[src/rtl/rf_wb_arbiter.sv]
// Register-file write-port arbiter: pipeline writeback (port 0) vs buffered muldiv results (port 1),
// with a long-latency scoreboard. Define RF_WB_ARB_PERF_EN to add stall/conflict performance counters.
module rf_wb_arbiter #(
  parameter int unsigned DEPTH    = 2,
  parameter int unsigned MAX_WAIT = 4
) (
  input  logic        clk,
  input  logic        reset,
  input  logic        wb0_valid,
  output logic        wb0_ready,
  input  logic [4:0]  wb0_addr,
  input  logic [63:0] wb0_data,
  input  logic        wb1_valid,
  output logic        wb1_ready,
  input  logic [4:0]  wb1_addr,
  input  logic [63:0] wb1_data,
  input  logic        issue_valid,
  input  logic [4:0]  issue_addr,
  output logic        rf_wvalid,
  output logic [4:0]  rf_wa,
  output logic [63:0] rf_wd,
  output logic [31:0] busy_mask
`ifdef RF_WB_ARB_PERF_EN
  ,
  output logic [31:0] perf_stall_cnt,
  output logic [31:0] perf_conflict_cnt
`endif
);

  localparam int unsigned PW = (DEPTH > 1) ? $clog2(DEPTH) : 1;
  localparam int unsigned CW = PW + 1;

  logic [4:0]    addr_mem_q [DEPTH];
  logic [4:0]    addr_mem_d [DEPTH];
  logic [63:0]   data_mem_q [DEPTH];
  logic [63:0]   data_mem_d [DEPTH];
  logic [PW-1:0] wr_ptr_q, wr_ptr_d, rd_ptr_q, rd_ptr_d;
  logic [CW-1:0] count_q, count_d;
  logic [3:0]    wait_q, wait_d;
  logic          init_q, init_d;
  logic          rf_wvalid_q, rf_wvalid_d;
  logic [4:0]    rf_wa_q, rf_wa_d;
  logic [63:0]   rf_wd_q, rf_wd_d;
  logic [31:0]   busy_q, busy_d;

  logic          fifo_full, fifo_nonempty, push, starve, grant0, grant_fifo;
  logic [4:0]    head_addr;
  logic [63:0]   head_data;

  always_comb begin
    fifo_full     = (count_q == CW'(DEPTH));
    fifo_nonempty = (count_q != '0);
    // init_q holds off intake until the first edge after reset release
    wb1_ready     = init_q && !fifo_full;
    push          = wb1_valid && wb1_ready;
    starve        = fifo_nonempty && (wait_q == 4'(MAX_WAIT));
    grant_fifo    = starve || (!wb0_valid && fifo_nonempty);
    grant0        = !starve && wb0_valid;
    wb0_ready     = !starve;
    head_addr     = addr_mem_q[rd_ptr_q];
    head_data     = data_mem_q[rd_ptr_q];
  end

  always_comb begin
    addr_mem_d = addr_mem_q;
    data_mem_d = data_mem_q;
    wr_ptr_d   = wr_ptr_q;
    rd_ptr_d   = rd_ptr_q;
    init_d     = 1'b1;
    if (push) begin
      addr_mem_d[wr_ptr_q] = wb1_addr;
      data_mem_d[wr_ptr_q] = wb1_data;
      wr_ptr_d             = wr_ptr_q + PW'(1);
    end
    if (grant_fifo) rd_ptr_d = rd_ptr_q + PW'(1);
    count_d = count_q + CW'(push) - CW'(grant_fifo);

    if (!fifo_nonempty || grant_fifo)  wait_d = '0;
    else if (wait_q != 4'(MAX_WAIT))   wait_d = wait_q + 4'd1;
    else                               wait_d = wait_q;

    rf_wvalid_d = 1'b0;
    rf_wa_d     = rf_wa_q;
    rf_wd_d     = rf_wd_q;
    if (grant0) begin
      rf_wvalid_d = (wb0_addr != 5'd0);
      rf_wa_d     = wb0_addr;
      rf_wd_d     = wb0_data;
    end else if (grant_fifo) begin
      rf_wvalid_d = (head_addr != 5'd0);
      rf_wa_d     = head_addr;
      rf_wd_d     = head_data;
    end

    // set after clear: a newer issue to the same register stays outstanding
    busy_d = busy_q;
    if (grant_fifo) busy_d[head_addr] = 1'b0;
    if (issue_valid && (issue_addr != 5'd0)) busy_d[issue_addr] = 1'b1;
    busy_d[0] = 1'b0;
  end

  always_ff @(posedge clk) begin
    addr_mem_q <= addr_mem_d;
    data_mem_q <= data_mem_d;
  end

  always_ff @(posedge clk or negedge reset) begin
    if (!reset) begin
      wr_ptr_q    <= '0;
      rd_ptr_q    <= '0;
      count_q     <= '0;
      wait_q      <= '0;
      init_q      <= 1'b0;
      rf_wvalid_q <= 1'b0;
      rf_wa_q     <= '0;
      rf_wd_q     <= '0;
      busy_q      <= '0;
    end else begin
      wr_ptr_q    <= wr_ptr_d;
      rd_ptr_q    <= rd_ptr_d;
      count_q     <= count_d;
      wait_q      <= wait_d;
      init_q      <= init_d;
      rf_wvalid_q <= rf_wvalid_d;
      rf_wa_q     <= rf_wa_d;
      rf_wd_q     <= rf_wd_d;
      busy_q      <= busy_d;
    end
  end

  assign rf_wvalid = rf_wvalid_q;
  assign rf_wa     = rf_wa_q;
  assign rf_wd     = rf_wd_q;
  assign busy_mask = busy_q;

`ifdef RF_WB_ARB_PERF_EN
  logic [31:0] stall_q, stall_d, conflict_q, conflict_d;

  always_comb begin
    stall_d    = stall_q + 32'(wb0_valid && !wb0_ready);
    conflict_d = conflict_q + 32'(wb0_valid && fifo_nonempty);
  end

  always_ff @(posedge clk or negedge reset) begin
    if (!reset) begin
      stall_q    <= '0;
      conflict_q <= '0;
    end else begin
      stall_q    <= stall_d;
      conflict_q <= conflict_d;
    end
  end

  assign perf_stall_cnt    = stall_q;
  assign perf_conflict_cnt = conflict_q;
`endif

endmodule

[config.mk]
export PLATFORM = sky130hd
export DESIGN_NAME = rf_wb_arbiter
export DESIGN_NICKNAME = d
export VERILOG_FILES = /design/src/rtl/rf_wb_arbiter.sv
export SDC_FILE = /design/constraint.sdc
export NUM_CORES = 1
export LEC_CHECK = 0
export BUFFER_PORTS_ARGS = -buffer_cell sky130_fd_sc_hd__buf_2
export CAP_MARGIN = 25
export CORE_MARGIN = 2
export CORE_UTILIZATION = 35
export CTS_CLUSTER_SIZE = 8
export DETAILED_ROUTE_END_ITERATION = 10
export SLEW_MARGIN = 20
export SYNTH_ARGS = -nofsm -noshare
export SYNTH_HDL_FRONTEND = slang
export SYNTH_SLANG_ARGS = --single-unit
[constraint.sdc]
create_clock -name clk -period 4.42 [get_ports clk]
set_clock_uncertainty 0.05 [all_clocks]
set_input_delay 0.221 -clock clk [delete_from_list [all_inputs] [get_ports clk]]
set_output_delay 0.221 -clock clk [all_outputs]
set_load 0.02 [all_outputs]
## After elaboration in Yosys (flattened, before gate mapping)

Index checks and enable logic that the tools add are counted.

| storage, ports and cells | value |
|---|---|
| register bits | 248 |
| input bits | 148 |
| output and inout bits | 104 |
| logic and storage cells | 80 |

| cells by class | value |
|---|---|
| $add $sub $neg | 5 |
| magnitude comparators | 7 |
| equal/unequal tests | 3 |
| mux-type cells | 26 |
| bitwise logic cells | 5 |
| reductions and logical operators | 21 |

Operator list:

| cell | count |
|---|---|
| 64-bit two-way mux | 6 |
| 128-bit bitwise mux | 1 |
| 64-bit demux with 1-bit select | 1 |
| 32-bit two-way mux | 2 |
| 32-bit AND | 1 |
| 32-bit inverter | 1 |
| 32-bit OR | 1 |
| 5-bit two-way mux | 6 |
| 5-bit nonzero test | 3 |
| 5-bit by 6-bit < comparator with 1-bit output (second input constant) | 2 |
| 10-bit bitwise mux | 1 |
| 1-bit demux with 5-bit select | 2 |
| 5-bit by 1-bit >= comparator with 1-bit output (second input constant) | 2 |
| 1-bit logical AND | 9 |
| 4-bit two-way mux | 2 |
| 2-bit nonzero test | 3 |
| 5-bit demux with 1-bit select | 1 |
| 4-bit by 1-bit adder with 4-bit output (second input constant) | 1 |
| 4-bit by 3-bit == test with 1-bit output (second input constant) | 1 |
| 2-bit >= comparator (second input constant) | 2 |
| 1-bit logical NOT | 4 |
| 1-bit two-way mux | 4 |
| 4-bit by 3-bit != test with 1-bit output (second input constant) | 1 |
| 1-bit inverter with 2-bit output | 2 |
| other kinds (6) | 8 |

## Longest topological paths before layout

Gate-level depths: netlist of the first run.

| logic depth | value |
|---|---|
| depth after elaboration | 13 |
| depth in mapped cells | 9 |
| mapped depth without buffers | 9 |

## Least setup slack after synthesis of the first run

Ideal clock, no wire load.

| timing path | value |
|---|---|
| path kind | reg2reg |
| start point | register count_q[0] |
| end point | register addr_mem_q[5] (netlist name) (enable) |
| setup time | 0.497 ns |
| data arrival time | 4.160 ns |
| data required time | 3.873 ns |
| setup slack | -0.287 ns |
| stages on the path, launching flop included | 5 |
| path buffers | 0 |
| clock period less this slack | 4.707 ns |
| cell sequence | dfrtp_1 > inv_1 > a21boi_0 > nand2_1 > nor2_1 |

| on the way | value |
|---|---|
| word-level cells in the longest chain between the ends | 4 |

Ends and longest elaborated chain:

| item | line | text |
|---|---|---|
| start, declared | 38 | `logic [CW-1:0] count_q, count_d;` |
| start signal, assigned | 121 | `count_q <= count_d;` |
| 2-bit == test | 51 | `fifo_full = (count_q == CW'(DEPTH));` |
| 1-bit logical NOT | 54 | `wb1_ready = init_q && !fifo_full;` |
| 1-bit logical AND | 54 |  |
| named net wb1_ready | 14 | `output logic wb1_ready,` |
| 1-bit logical AND | 55 | `push = wb1_valid && wb1_ready;` |
| end signal, assigned | 103 | `addr_mem_q <= addr_mem_d;` |
| end, declared | 33 | `logic [4:0] addr_mem_q [DEPTH];` |

The timed path passes the listed nets, and every way through them passes these cells.
A chain may end at the register's enable or synchronous reset.

## Worst setup path in the final report of the first run

| timing path | value |
|---|---|
| start point | register rd_ptr_q |
| end point | register rf_wd_q[20], in the netlist rf_wd[20] |

| on the way | value |
|---|---|
| word-level cells in the longest chain between the ends | 6 |

Ends and longest elaborated chain:

| item | line | text |
|---|---|---|
| start, declared | 37 | `logic [PW-1:0] wr_ptr_q, wr_ptr_d, rd_ptr_q, rd_ptr_d;` |
| start signal, assigned | 120 | `rd_ptr_q <= rd_ptr_d;` |
| 1-bit inverter with 2-bit output (not written as such) | 61 | `head_data = data_mem_q[rd_ptr_q];` |
| 64-bit two-way mux (not written as such) (3 in series) | 61 |  |
| 64-bit two-way mux | 89 | `end else if (grant_fifo) begin` |
| 64-bit two-way mux | 85 | `if (grant0) begin` |
| end signal, assigned | 126 | `rf_wd_q <= rf_wd_d;` |
| end, declared | 43 | `logic [63:0] rf_wd_q, rf_wd_d;` |

No other way between the ends. The select of a mux whose other input is x is not followed.

==> flow_summary.yaml, run 1 <==
floorplanning:
  floorplan.initialDensity_pct: 35.6
  placementRows: 63
  die_height_um: 178
  io_pins: 252
  core-area_um2: 29600
  die-area_um2: 31600
  die-width_um: 178
synth:
  synthesis.instances: 814
  ys_seq_area_share_pct: 65.4
  synth_top_flop_cell: "sky130_fd_sc_hd__edfxtp_1"
  synth.cell_area_um2: 10600
  yosysWarningCount: 0
  synth-edff-count: 138
  synthesized_area_per_cell_um2: 13.0
  ys_ff_latch: 248
  synth.lib_cells_used.distinct: 44
  post_synth_net_total: 966
  async_flop_share_pct: 44.4
drt:
  finalWirelength_um: 29500
  drt_first_iter_violations: 515
  wl_per_cell_um: 18.3
  routed_via_count: 8324
  drt-vias-per-instance: 5.17
  firstDrtPassIters: 5
  postRouteAntennaNets: 0
  route.detailed.drc: 0
critical_path:
  worst-setup-path-type: "register to register"
  worstPathMaxFanout: 53
  crit_end: "rf_wd[20]"
  crit-reg2reg-capture: "rf_wd[20]"
  critical-path-max-stage-delay_ps: 960
  worst_path_dominant_cell_family: "flip-flops"
  timing.critical_path.buf_inv: 1
  r2r.worst_path.cells: 4
  worstSetupStartpointType: "register"
  critPathLaunch: "rd_ptr_q"
  worst_ep_arrival_time_ps: 2870
  regToRegSetupSlack_ps: 1890
  worst_path_max_delay_cell: "sky130_fd_sc_hd__dfrtp_4"
  crit_path_end_kind: "register"
  timing.critical_path.cells: "buf_4 > mux2i_1 > a21oi_1 > o221a_2"
  cp.required_ps: 4760
  crit-reg2reg-launch: "rd_ptr_q"
  cell_count_along_the_critical_path: 4
sta:
  fmaxAchievable_mhz: 396
  grt_setup_unrepaired: "false"
  slew_viol_final: 0
  timing_hold_violations_final: 0
  fin_tns_setup_ps: 0
  report.final.setup_viol: 0
  fin_crit_ps: 2530
  maxSlewHeadroom_pct: 30.7
  fin_crit_sh_pct: 57.2
  worst_margin_pin_slew_ps: 1040
cts:
  number_of_instances_resized_during_post_cts_repair: 0
  ctsLongestPathBuffers: 3
  numCtsBuffers: 37
  cts.sink_count: 248
  cts-htree-levels: 2
  tritoncts_clock_tree: "yes"
  clock_latency_ps: 510
  clock_root_buffer: "sky130_fd_sc_hd__clkbuf_16"
  clkTransAtPathRegs_ps: 50
  post_cts.repair.setup_buffers: 0
global_route:
  groute.usage.overall_pct: 18.4
  grt-ovfl-total: 0
  pin_count_of_the_biggest_net_entering_global_routing: 126
  initial_antenna_violation_count: 2
  grt_pass1_wl_um: 45400
  grt_pass1_vias: 8409
hold_path:
  min-delay-path-class: "input pin to register"
place:
  hpwl_um: 18300
  routability_driven_placement_congestion_ratio: 0.794
  numPortBuffers: 250
layout:
  area.growth.synth_to_final_pct: 39.3
  nFillCells: 2615
  num-nets-final: 1346
  layout-drive-gt1-share_pct: 29.2
run:
  timing.max_cap.violations: 0
power:
  power.ir.vdd_worst_mv: 0.323
  p_total_uw: 8950
  power_density_nw_per_um2: 609
  leakage_uw: 0.00589
status:
  status: "completed"
[cells in the mapped netlist (2+ instances only)]
| cell type | n | area share (%) |
|---|---|---|
| sky130_fd_sc_hd__o31ai_1 | 14 | 1.0 |
| sky130_fd_sc_hd__nor3_1 | 3 | 0.14 |
| sky130_fd_sc_hd__a21oi_1 | 72 | 3.4 |
| sky130_fd_sc_hd__xnor2_1 | 4 | 0.33 |
| sky130_fd_sc_hd__buf_6 | 2 | 0.21 |
| sky130_fd_sc_hd__o21ai_1 | 11 | 0.52 |
| sky130_fd_sc_hd__nor2b_1 | 2 | 0.12 |
| sky130_fd_sc_hd__o221a_2 | 42 | 4.5 |
| sky130_fd_sc_hd__o221a_1 | 24 | 2.6 |
| sky130_fd_sc_hd__nand4b_1 | 2 | 0.17 |
| sky130_fd_sc_hd__xor2_1 | 2 | 0.17 |
| sky130_fd_sc_hd__a31oi_2 | 2 | 0.24 |
| sky130_fd_sc_hd__inv_1 | 7 | 0.25 |
| sky130_fd_sc_hd__nand2_1 | 37 | 1.3 |
| sky130_fd_sc_hd__o22ai_1 | 3 | 0.18 |
| sky130_fd_sc_hd__nand3_1 | 72 | 3.4 |
| sky130_fd_sc_hd__o22a_1 | 2 | 0.17 |
| sky130_fd_sc_hd__and3_1 | 2 | 0.12 |
| sky130_fd_sc_hd__and3b_1 | 3 | 0.25 |
| sky130_fd_sc_hd__ha_1 | 4 | 0.47 |
| sky130_fd_sc_hd__o41ai_1 | 19 | 1.6 |
| sky130_fd_sc_hd__a32oi_1 | 2 | 0.17 |
| sky130_fd_sc_hd__or3_1 | 2 | 0.12 |
| sky130_fd_sc_hd__buf_1 | 2 | 0.071 |
| sky130_fd_sc_hd__nor3b_1 | 2 | 0.14 |
| sky130_fd_sc_hd__conb_1 | 2 | 0.071 |
| sky130_fd_sc_hd__clkbuf_1 | 33 | 1.2 |
| sky130_fd_sc_hd__nor2_1 | 80 | 2.8 |
| sky130_fd_sc_hd__buf_4 | 4 | 0.28 |
| sky130_fd_sc_hd__dfrtp_1 | 110 | 26 |
| sky130_fd_sc_hd__mux2i_1 | 66 | 6.3 |
| sky130_fd_sc_hd__o21ai_0 | 8 | 0.38 |
| sky130_fd_sc_hd__nand2b_1 | 6 | 0.36 |
| sky130_fd_sc_hd__buf_2 | 21 | 1.0 |
| sky130_fd_sc_hd__edfxtp_1 | 138 | 39 |
[cell type report]
type                    instances  area (um^2)  area share [%]
flip-flops and latches        248         6900            46.9
multi-input cells             497         3370            22.9
repair buffers                403         2850            19.4
clock buffers                  60         1020            6.95
well taps                     390          488            3.32
clock inverters                 4         45.0           0.306
inverters                       7         26.3           0.179
diodes                          2         5.00          0.0340
[stage by stage]
step | cell area [um^2] | util (%) | instances | worst slack (ps) | hold slack, ps
after floorplan | 10600 | - | 814 | 865 | -125
after global placement | 12100 | 40.9 | 1400 | 1940 | 359
after detailed placement | 12200 | 41.2 | 1403 | 1900 | 243
after CTS | 14700 | 49.6 | 1609 | 1890 | 14.6
after global routing | 14700 | 49.6 | 1611 | 1730 | 75.5
final | 14700 | 49.6 | 1611 | 1890 | 43.0
[worst min-delay path by stage]
stage | start | to | slack (ps) | cells after the start
global placement | wb1_data[29] | data_mem_q[29] | 360 | 1
floorplan | reset | busy_mask[10] | -120 | 0
finish | issue_addr[3] | busy_mask[15] | 40 | 3
detailed placement | reset | rf_wd[59] | 240 | 1
CTS | issue_addr[3] | busy_mask[15] | 10 | 3
global route | issue_addr[3] | busy_mask[15] | 80 | 3
[logic make-up (layout without fill, tap and decap cells)]
kind of cell,count (synthesis),count (layout),share of synthesized area (%)
flip-flops,248,248,65.4
other,2,4,0.0712
XOR/XNOR,6,6,0.498
AO/OA/AOI/OAI,201,201,14.8
multiplexers,67,67,6.40
AND/OR/NAND/NOR,217,217,9.37
buffers and inverters,69,474,2.99
adder cells (fa/ha/maj),4,4,0.474
[cells in the final DEF (no fill, tap or decap), drive strengths merged, types with 3 or more instances in the layout]
master | synthesis | routed
a21oi | 72 | 72
and3b | 3 | 3
buf | 29 | 261
clkbuf | 33 | 60
dfrtp | 110 | 110
dlygate4sd3 | 0 | 142
edfxtp | 138 | 138
ha | 4 | 4
inv | 7 | 10
mux2i | 66 | 66
nand2 | 38 | 38
nand2b | 6 | 6
nand3 | 72 | 72
nor2 | 80 | 80
nor3 | 3 | 3
o21ai | 19 | 19
o221a | 66 | 66
o22ai | 3 | 3
o31ai | 14 | 14
o41ai | 19 | 19
xnor2 | 4 | 4
[metal layers]
metal | GRT usage [%] | vias to the layer above | routed length, um
li1 | - | 3884 | -
met1 | 24.1 | 4097 | 12600
met2 | 30.6 | 287 | 14400
met3 | 3.83 | 56 | 1860
met4 | 5.74 | 0 | 707
met5 | 0 | - | 0
[flip-flops by register name, summed over array words and instances, names as in the netlist]
signal / cells
addr_mem_q: 10
data_mem_q: 128
busy_mask: 31
count_q: 2
wr_ptr_q: 1
rf_wd: 64
init_q: 1
rf_wvalid: 1
rf_wa: 5
wait_q: 4
rd_ptr_q: 1
[worst register-to-register path, cell delays in order, from the launching register on]
cell and delay [ps]:
sky130_fd_sc_hd__dfrtp_4 960, sky130_fd_sc_hd__buf_4 670, sky130_fd_sc_hd__mux2i_1 350, sky130_fd_sc_hd__a21oi_1 100
sky130_fd_sc_hd__o221a_2 280
[where the power goes]
part           total (uW)  internal [uW]  switching, uW
sequential           3410           3020            391
combinational        2970           1160           1810
clock                2570           1580            993
total                8950           5750           3200
[repair_timing]
action / 4_1_cts / 5_1_grt
setup endpoints to repair: 0 / 0
endpoints found under the hold margin: 254 / 0
hold buffers: 142 / 0
Note: power is estimated with default switching activity, not from simulation.
==> inputs of run 2 (changes only) <==
==> constraint.sdc (replaced) <==
create_clock -name clk -period 2.57 [get_ports clk]
set_clock_uncertainty 0.05 [all_clocks]
set_input_delay 0.1285 -clock clk [delete_from_list [all_inputs] [get_ports clk]]
set_output_delay 0.1285 -clock clk [all_outputs]
set_load 0.02 [all_outputs]
==> flow_summary.yaml, run 2 (same netlist as run 1, synthesis figures left out) <==
sta:
  fin_tns_setup_ps: 0
  worst_margin_pin_slew_ps: 754
  slew_viol_final: 0
  timing_hold_violations_final: 0
  maxSlewHeadroom_pct: 49.8
  report.final.setup_viol: 0
  hold_ws_ps: 148
  grt_setup_unrepaired: "false"
  fmaxAchievable_mhz: 411
  fin_crit_sh_pct: 94.7
  fin_crit_ps: 2430
drt:
  drt_first_iter_violations: 444
  finalWirelength_um: 30100
  drt-vias-per-instance: 5.16
  firstDrtPassIters: 5
  route.detailed.drc: 0
  routed_via_count: 8414
  wl_per_cell_um: 18.5
  postRouteAntennaNets: 0
place:
  numPortBuffers: 250
  hpwl_um: 18100
  dpl.cell_count: 1411
  routability_driven_placement_congestion_ratio: 0.790
cts:
  clock_root_buffer: "sky130_fd_sc_hd__clkbuf_16"
  clock_latency_ps: 510
  cts.sink_count: 248
  cts-htree-levels: 2
  number_of_instances_resized_during_post_cts_repair: 0
  numCtsBuffers: 37
  ctsLongestPathBuffers: 3
  tritoncts_clock_tree: "yes"
  clkTransAtPathRegs_ps: 50
global_route:
  grt_pass1_vias: 8351
  grt-ovfl-total: 0
  initial_antenna_violation_count: 1
  groute.usage.overall_pct: 18.3
  pin_count_of_the_biggest_net_entering_global_routing: 103
  grt_pass1_wl_um: 44900
floorplanning:
  die_height_um: 178
  core-area_um2: 29600
  die-width_um: 178
  floorplan.initialDensity_pct: 35.6
  placementRows: 63
  die-area_um2: 31600
  io_pins: 252
layout:
  post-route-util_pct: 50.3
  area.growth.synth_to_final_pct: 41.2
  layout-drive-gt1-share_pct: 29.8
  most-common-layout-cells: "sky130_fd_sc_hd__buf_2 (249), sky130_fd_sc_hd__dlygate4sd3_1 (150), sky130_fd_sc_hd__edfxtp_1 (138)"
  most_frequent_standard_cell_in_the_layout_excluding_fill_and_tap_cells: "sky130_fd_sc_hd__buf_2"
  top_register: "data_mem_q"
  largest_register_ff_count: 128
  fin_cells: 1630
  num-nets-final: 1366
power:
  power.ir.vdd_worst_mv: 0.547
  leakage_uw: 0.00599
  power_density_nw_per_um2: 1050
critical_path:
  worstSetupStartpointType: "register"
  cp.required_ps: 2910
  worst_ep_arrival_time_ps: 2770
  worstPathMaxFanout: 19
  worst-setup-path-type: "register to register"
  crit_path_end_kind: "register"
run:
  timing.max_cap.violations: 0
status:
  status: "completed"
hold_path:
  min-delay-path-class: "input pin to register"
run 2: cell types whose count changed in the layout (fill, tap and decap cells not counted), moves of 2 or more:
cell / previous run / this run
sky130_fd_sc_hd__buf_12: 4 / 8
sky130_fd_sc_hd__buf_16: 2 / 0
sky130_fd_sc_hd__buf_4: 6 / 14
sky130_fd_sc_hd__clkbuf_16: 37 / 39
sky130_fd_sc_hd__dlygate4sd3_1: 142 / 150
sky130_fd_sc_hd__or2_2: 1 / 3
run 2: cell type report:
cell class              count  area (um^2)
clock buffers              62         1070
flip-flops and latches    248         6900
clock inverters             2         16.3
fillers                  2636        14700
repair buffers            421         3010
multi-input cells         499         3380
diodes                      1         2.50
inverters                   7         26.3
well taps                 390          488
run 2: per-layer routing:
layer | global-route usage [%] | share of wire [%] | vias up
li1 | - | - | 3941
met1 | 23.8 | 43 | 4090
met2 | 30.6 | 49 | 329
met3 | 3.66 | 6.5 | 54
met4 | 6.05 | 2.2 | 0
met5 | 0 | 0 | -
run 2: power by group:
group | total (uW) | internal (uW) | switching, uW
Sequential | 5780 | 5190 | 589
Clock | 4490 | 2820 | 1670
Combinational | 5370 | 2110 | 3260
Total | 15600 | 10100 | 5530
run 2: through the flow:
step                total power [uW]  area (um^2)  worst slack [ps]
floorplan                       9290        10600               134
global placement               10900        12300               582
detailed placement             10900        12300               546
CTS                            15700        14900              36.1
global route                   16500        14900              30.7
finish                         15600        14900               137
run 2: path summary, 6_finish.rpt:
check / from / end / slack [ps] / cells past startpoint
max in group asynchronous: reset / rf_wd[37] / 1500 / 3
min in group asynchronous: reset / rf_wd[62] / 160 / 2
min reg2reg: busy_mask[16] / busy_mask[16] / 440 / 2
max reg2reg: wait_q[0] / busy_mask[15] / 140 / 8
min: wb0_valid / rf_wa[4] / 150 / 3
max: wait_q[0] / busy_mask[15] / 140 / 8
run 2: critical path, cell delays in order, from the launching register on:
cell                            delay (ps)
sky130_fd_sc_hd__dfrtp_1               400
sky130_fd_sc_hd__inv_1                  80
sky130_fd_sc_hd__ha_1                  170
sky130_fd_sc_hd__and3b_2               240
sky130_fd_sc_hd__nor2_1                 70
sky130_fd_sc_hd__buf_4                 210
sky130_fd_sc_hd__o41ai_1               400
sky130_fd_sc_hd__o31ai_1               120
sky130_fd_sc_hd__dlygate4sd3_1         560
run 2: repair_timing:
action	4_1_cts	5_1_grt
endpoints found under the hold margin	269	0
hold buffers	150	0
setup endpoints to repair	0	1
buffers inserted	0	2
==> inputs of run 3 (changes only) <==
--- a/config.mk
+++ b/config.mk
@@ -8,9 +8,11 @@
 export BUFFER_PORTS_ARGS = -buffer_cell sky130_fd_sc_hd__buf_2
 export CAP_MARGIN = 25
 export CORE_MARGIN = 2
-export CORE_UTILIZATION = 35
+export CORE_UTILIZATION = 56
+export CTS_BUF_LIST = sky130_fd_sc_hd__clkbuf_8
 export CTS_CLUSTER_SIZE = 8
 export DETAILED_ROUTE_END_ITERATION = 10
+export PLACE_DENSITY = 0.83
 export SLEW_MARGIN = 20
 export SYNTH_ARGS = -nofsm -noshare
 export SYNTH_HDL_FRONTEND = slang
==> constraint.sdc (replaced) <==
create_clock -name clk -period 2.57 [get_ports clk]
set_clock_uncertainty 0.05 [all_clocks]
set_input_delay 0.1285 -clock clk [delete_from_list [all_inputs] [get_ports clk]]
set_output_delay 0.1285 -clock clk [all_outputs]
set_load 0.01 [all_outputs]
==> flow_summary.yaml, run 3 (same netlist as run 1, synthesis figures left out) <==
layout:
  num-nets-final: 1370
  most_frequent_standard_cell_in_the_layout_excluding_fill_and_tap_cells: "sky130_fd_sc_hd__buf_2"
  top_register: "data_mem_q"
  finalInstanceArea_um2: 14400
  layout-drive-gt1-share_pct: 30.3
  most-common-layout-cells: "sky130_fd_sc_hd__buf_2 (249), sky130_fd_sc_hd__dlygate4sd3_1 (152), sky130_fd_sc_hd__edfxtp_1 (138)"
  largest_register_ff_count: 128
  area.growth.synth_to_final_pct: 36.3
  fin_cells: 1487
cts:
  tritoncts_clock_tree: "yes"
  cts-htree-levels: 2
  numCtsBuffers: 41
  ctsLongestPathBuffers: 3
  clkTransAtPathRegs_ps: 60
  cts.sink_count: 248
  clock_latency_ps: 520
  clock_root_buffer: "sky130_fd_sc_hd__clkbuf_8"
sta:
  fmaxAchievable_mhz: 419
  fin_crit_ps: 2380
  fin_crit_sh_pct: 92.8
  grt_setup_unrepaired: "false"
  slew_viol_final: 0
  maxSlewHeadroom_pct: 48.9
  worst_margin_pin_slew_ps: 767
  fin_tns_setup_ps: 0
  report.final.setup_viol: 0
  timing_hold_violations_final: 0
floorplanning:
  die-width_um: 141
  die_height_um: 141
  die-area_um2: 20000
  floorplan.initialDensity_pct: 56.8
  io_pins: 252
  core-area_um2: 18600
  placementRows: 50
critical_path:
  regToRegSetupSlack_ps: 190
  cp.required_ps: 2920
  worstPathMaxFanout: 21
  worst-setup-path-type: "register to register"
  crit-reg2reg-capture: "busy_mask[15]"
  critical-path-max-stage-delay_ps: 580
  timing.critical_path.buf_inv: 3
  worst_path_max_delay_cell: "sky130_fd_sc_hd__dlygate4sd3_1"
  critPathLaunch: "wait_q[0]"
  worstSetupStartpointType: "register"
  worst_ep_arrival_time_ps: 2730
  worst_path_dominant_cell_family: "buffers and inverters"
  crit_path_end_kind: "register"
  r2r.worst_path.cells: 8
  timing.critical_path.cells: "inv_1 > ha_1 > and3b_2 > nor2_1 > buf_4 > o41ai_2 > o31ai_1 > dlygate4sd3_1"
  crit-reg2reg-launch: "wait_q[0]"
place:
  hpwl_um: 16900
  dpl.cell_count: 1257
  dpl-instance-area_um2: 12000
  routability_driven_placement_congestion_ratio: 0.877
  numPortBuffers: 250
drt:
  routed_via_count: 8932
  drt-vias-per-instance: 6.01
  route.detailed.drc: 0
  drt_first_iter_violations: 722
  firstDrtPassIters: 5
  wl_per_cell_um: 20.7
  finalWirelength_um: 30800
  postRouteAntennaNets: 0
global_route:
  grt_pass1_vias: 9145
  initial_antenna_violation_count: 2
  pin_count_of_the_biggest_net_entering_global_routing: 118
  groute.usage.overall_pct: 30.3
  grt-ovfl-total: 0
  grt_pass1_wl_um: 47000
power:
  p_total_uw: 14100
  power.ir.vdd_worst_mv: 0.540
  leakage_uw: 0.00594
  power_density_nw_per_um2: 979
status:
  status: "completed"
run:
  timing.max_cap.violations: 0
hold_path:
  min-delay-path-class: "input pin to asynchronous set/reset pin"
-- run 3: changes by cell type in the layout (fill, tap and decap cells not counted), moves of 2 or more --
| cell | previous run | this run |
|---|---|---|
| sky130_fd_sc_hd__or2_2 | 3 | 1 |
| sky130_fd_sc_hd__clkbuf_1 | 22 | 0 |
| sky130_fd_sc_hd__buf_4 | 14 | 18 |
| sky130_fd_sc_hd__inv_1 | 7 | 28 |
| sky130_fd_sc_hd__buf_12 | 8 | 4 |
| sky130_fd_sc_hd__clkbuf_8 | 1 | 51 |
| sky130_fd_sc_hd__dlygate4sd3_1 | 150 | 152 |
| sky130_fd_sc_hd__clkbuf_16 | 39 | 0 |
-- run 3: report_power, final --
| part | total [uW] | switching, uW | internal, uW |
|---|---|---|---|
| combinational | 4950 | 2890 | 2060 |
| sequential | 5770 | 587 | 5190 |
| clock | 3370 | 1580 | 1790 |
-- run 3: area by class of cell --
type	count	area [um^2]
well taps	234	293
clock inverters	25	103
diodes	2	5.00
repair buffers	423	2980
clock buffers	51	702
flip-flops and latches	248	6900
multi-input cells	497	3370
fillers	1095	4190
inverters	7	26.3
-- run 3: metal layers --
metal	up-vias	track usage, %	wire (um)
met5	-	0	0
met2	548	52.1	15700
met4	0	16.1	1440
met1	4326	36.6	11200
li1	3937	-	-
met3	121	5.77	2470
-- run 3: stage by stage --
| stage | hold slack (ps) | utilization, % | worst slack, ps |
|---|---|---|---|
| CTS | 182 | 77.4 | 198 |
| floorplan | -217 | - | 27.6 |
| global placement | 190 | 64.8 | 615 |
| global route | 222 | 77.4 | 65.1 |
| finish | 153 | 77.4 | 186 |
| detailed placement | 203 | 64.8 | 548 |
-- run 3: timing repair --
action / 4_1_cts / 5_1_grt
endpoints found under the hold margin: 286 / 0
endpoints found under the setup margin: 0 / 1
setup buffers: 0 / 0
resized for setup: 0 / 1
hold buffers: 152 / 0
-- run 3: worst max-delay path by stage --
| stage | endpoint | slack, ps | cells past startpoint |
|---|---|---|---|
| 2_1_floorplan | addr_mem_q[5] | 30 | 4 |
| 3_3_place_gp | busy_mask[11] | 610 | 4 |
| 3_5_place_dp | count_q[1] | 550 | 9 |
| 4_1_cts | busy_mask[15] | 200 | 8 |
| 5_1_grt | busy_mask[15] | 70 | 8 |
| 6_report | busy_mask[15] | 190 | 8 |
-- run 3: worst reg2reg max path, stage by stage, from the launching register on --
cell	delay (ps)
sky130_fd_sc_hd__dfrtp_1	410
sky130_fd_sc_hd__inv_1	70
sky130_fd_sc_hd__ha_1	160
sky130_fd_sc_hd__and3b_2	240
sky130_fd_sc_hd__nor2_1	50
sky130_fd_sc_hd__buf_4	210
sky130_fd_sc_hd__o41ai_2	360
sky130_fd_sc_hd__o31ai_1	130
sky130_fd_sc_hd__dlygate4sd3_1	580
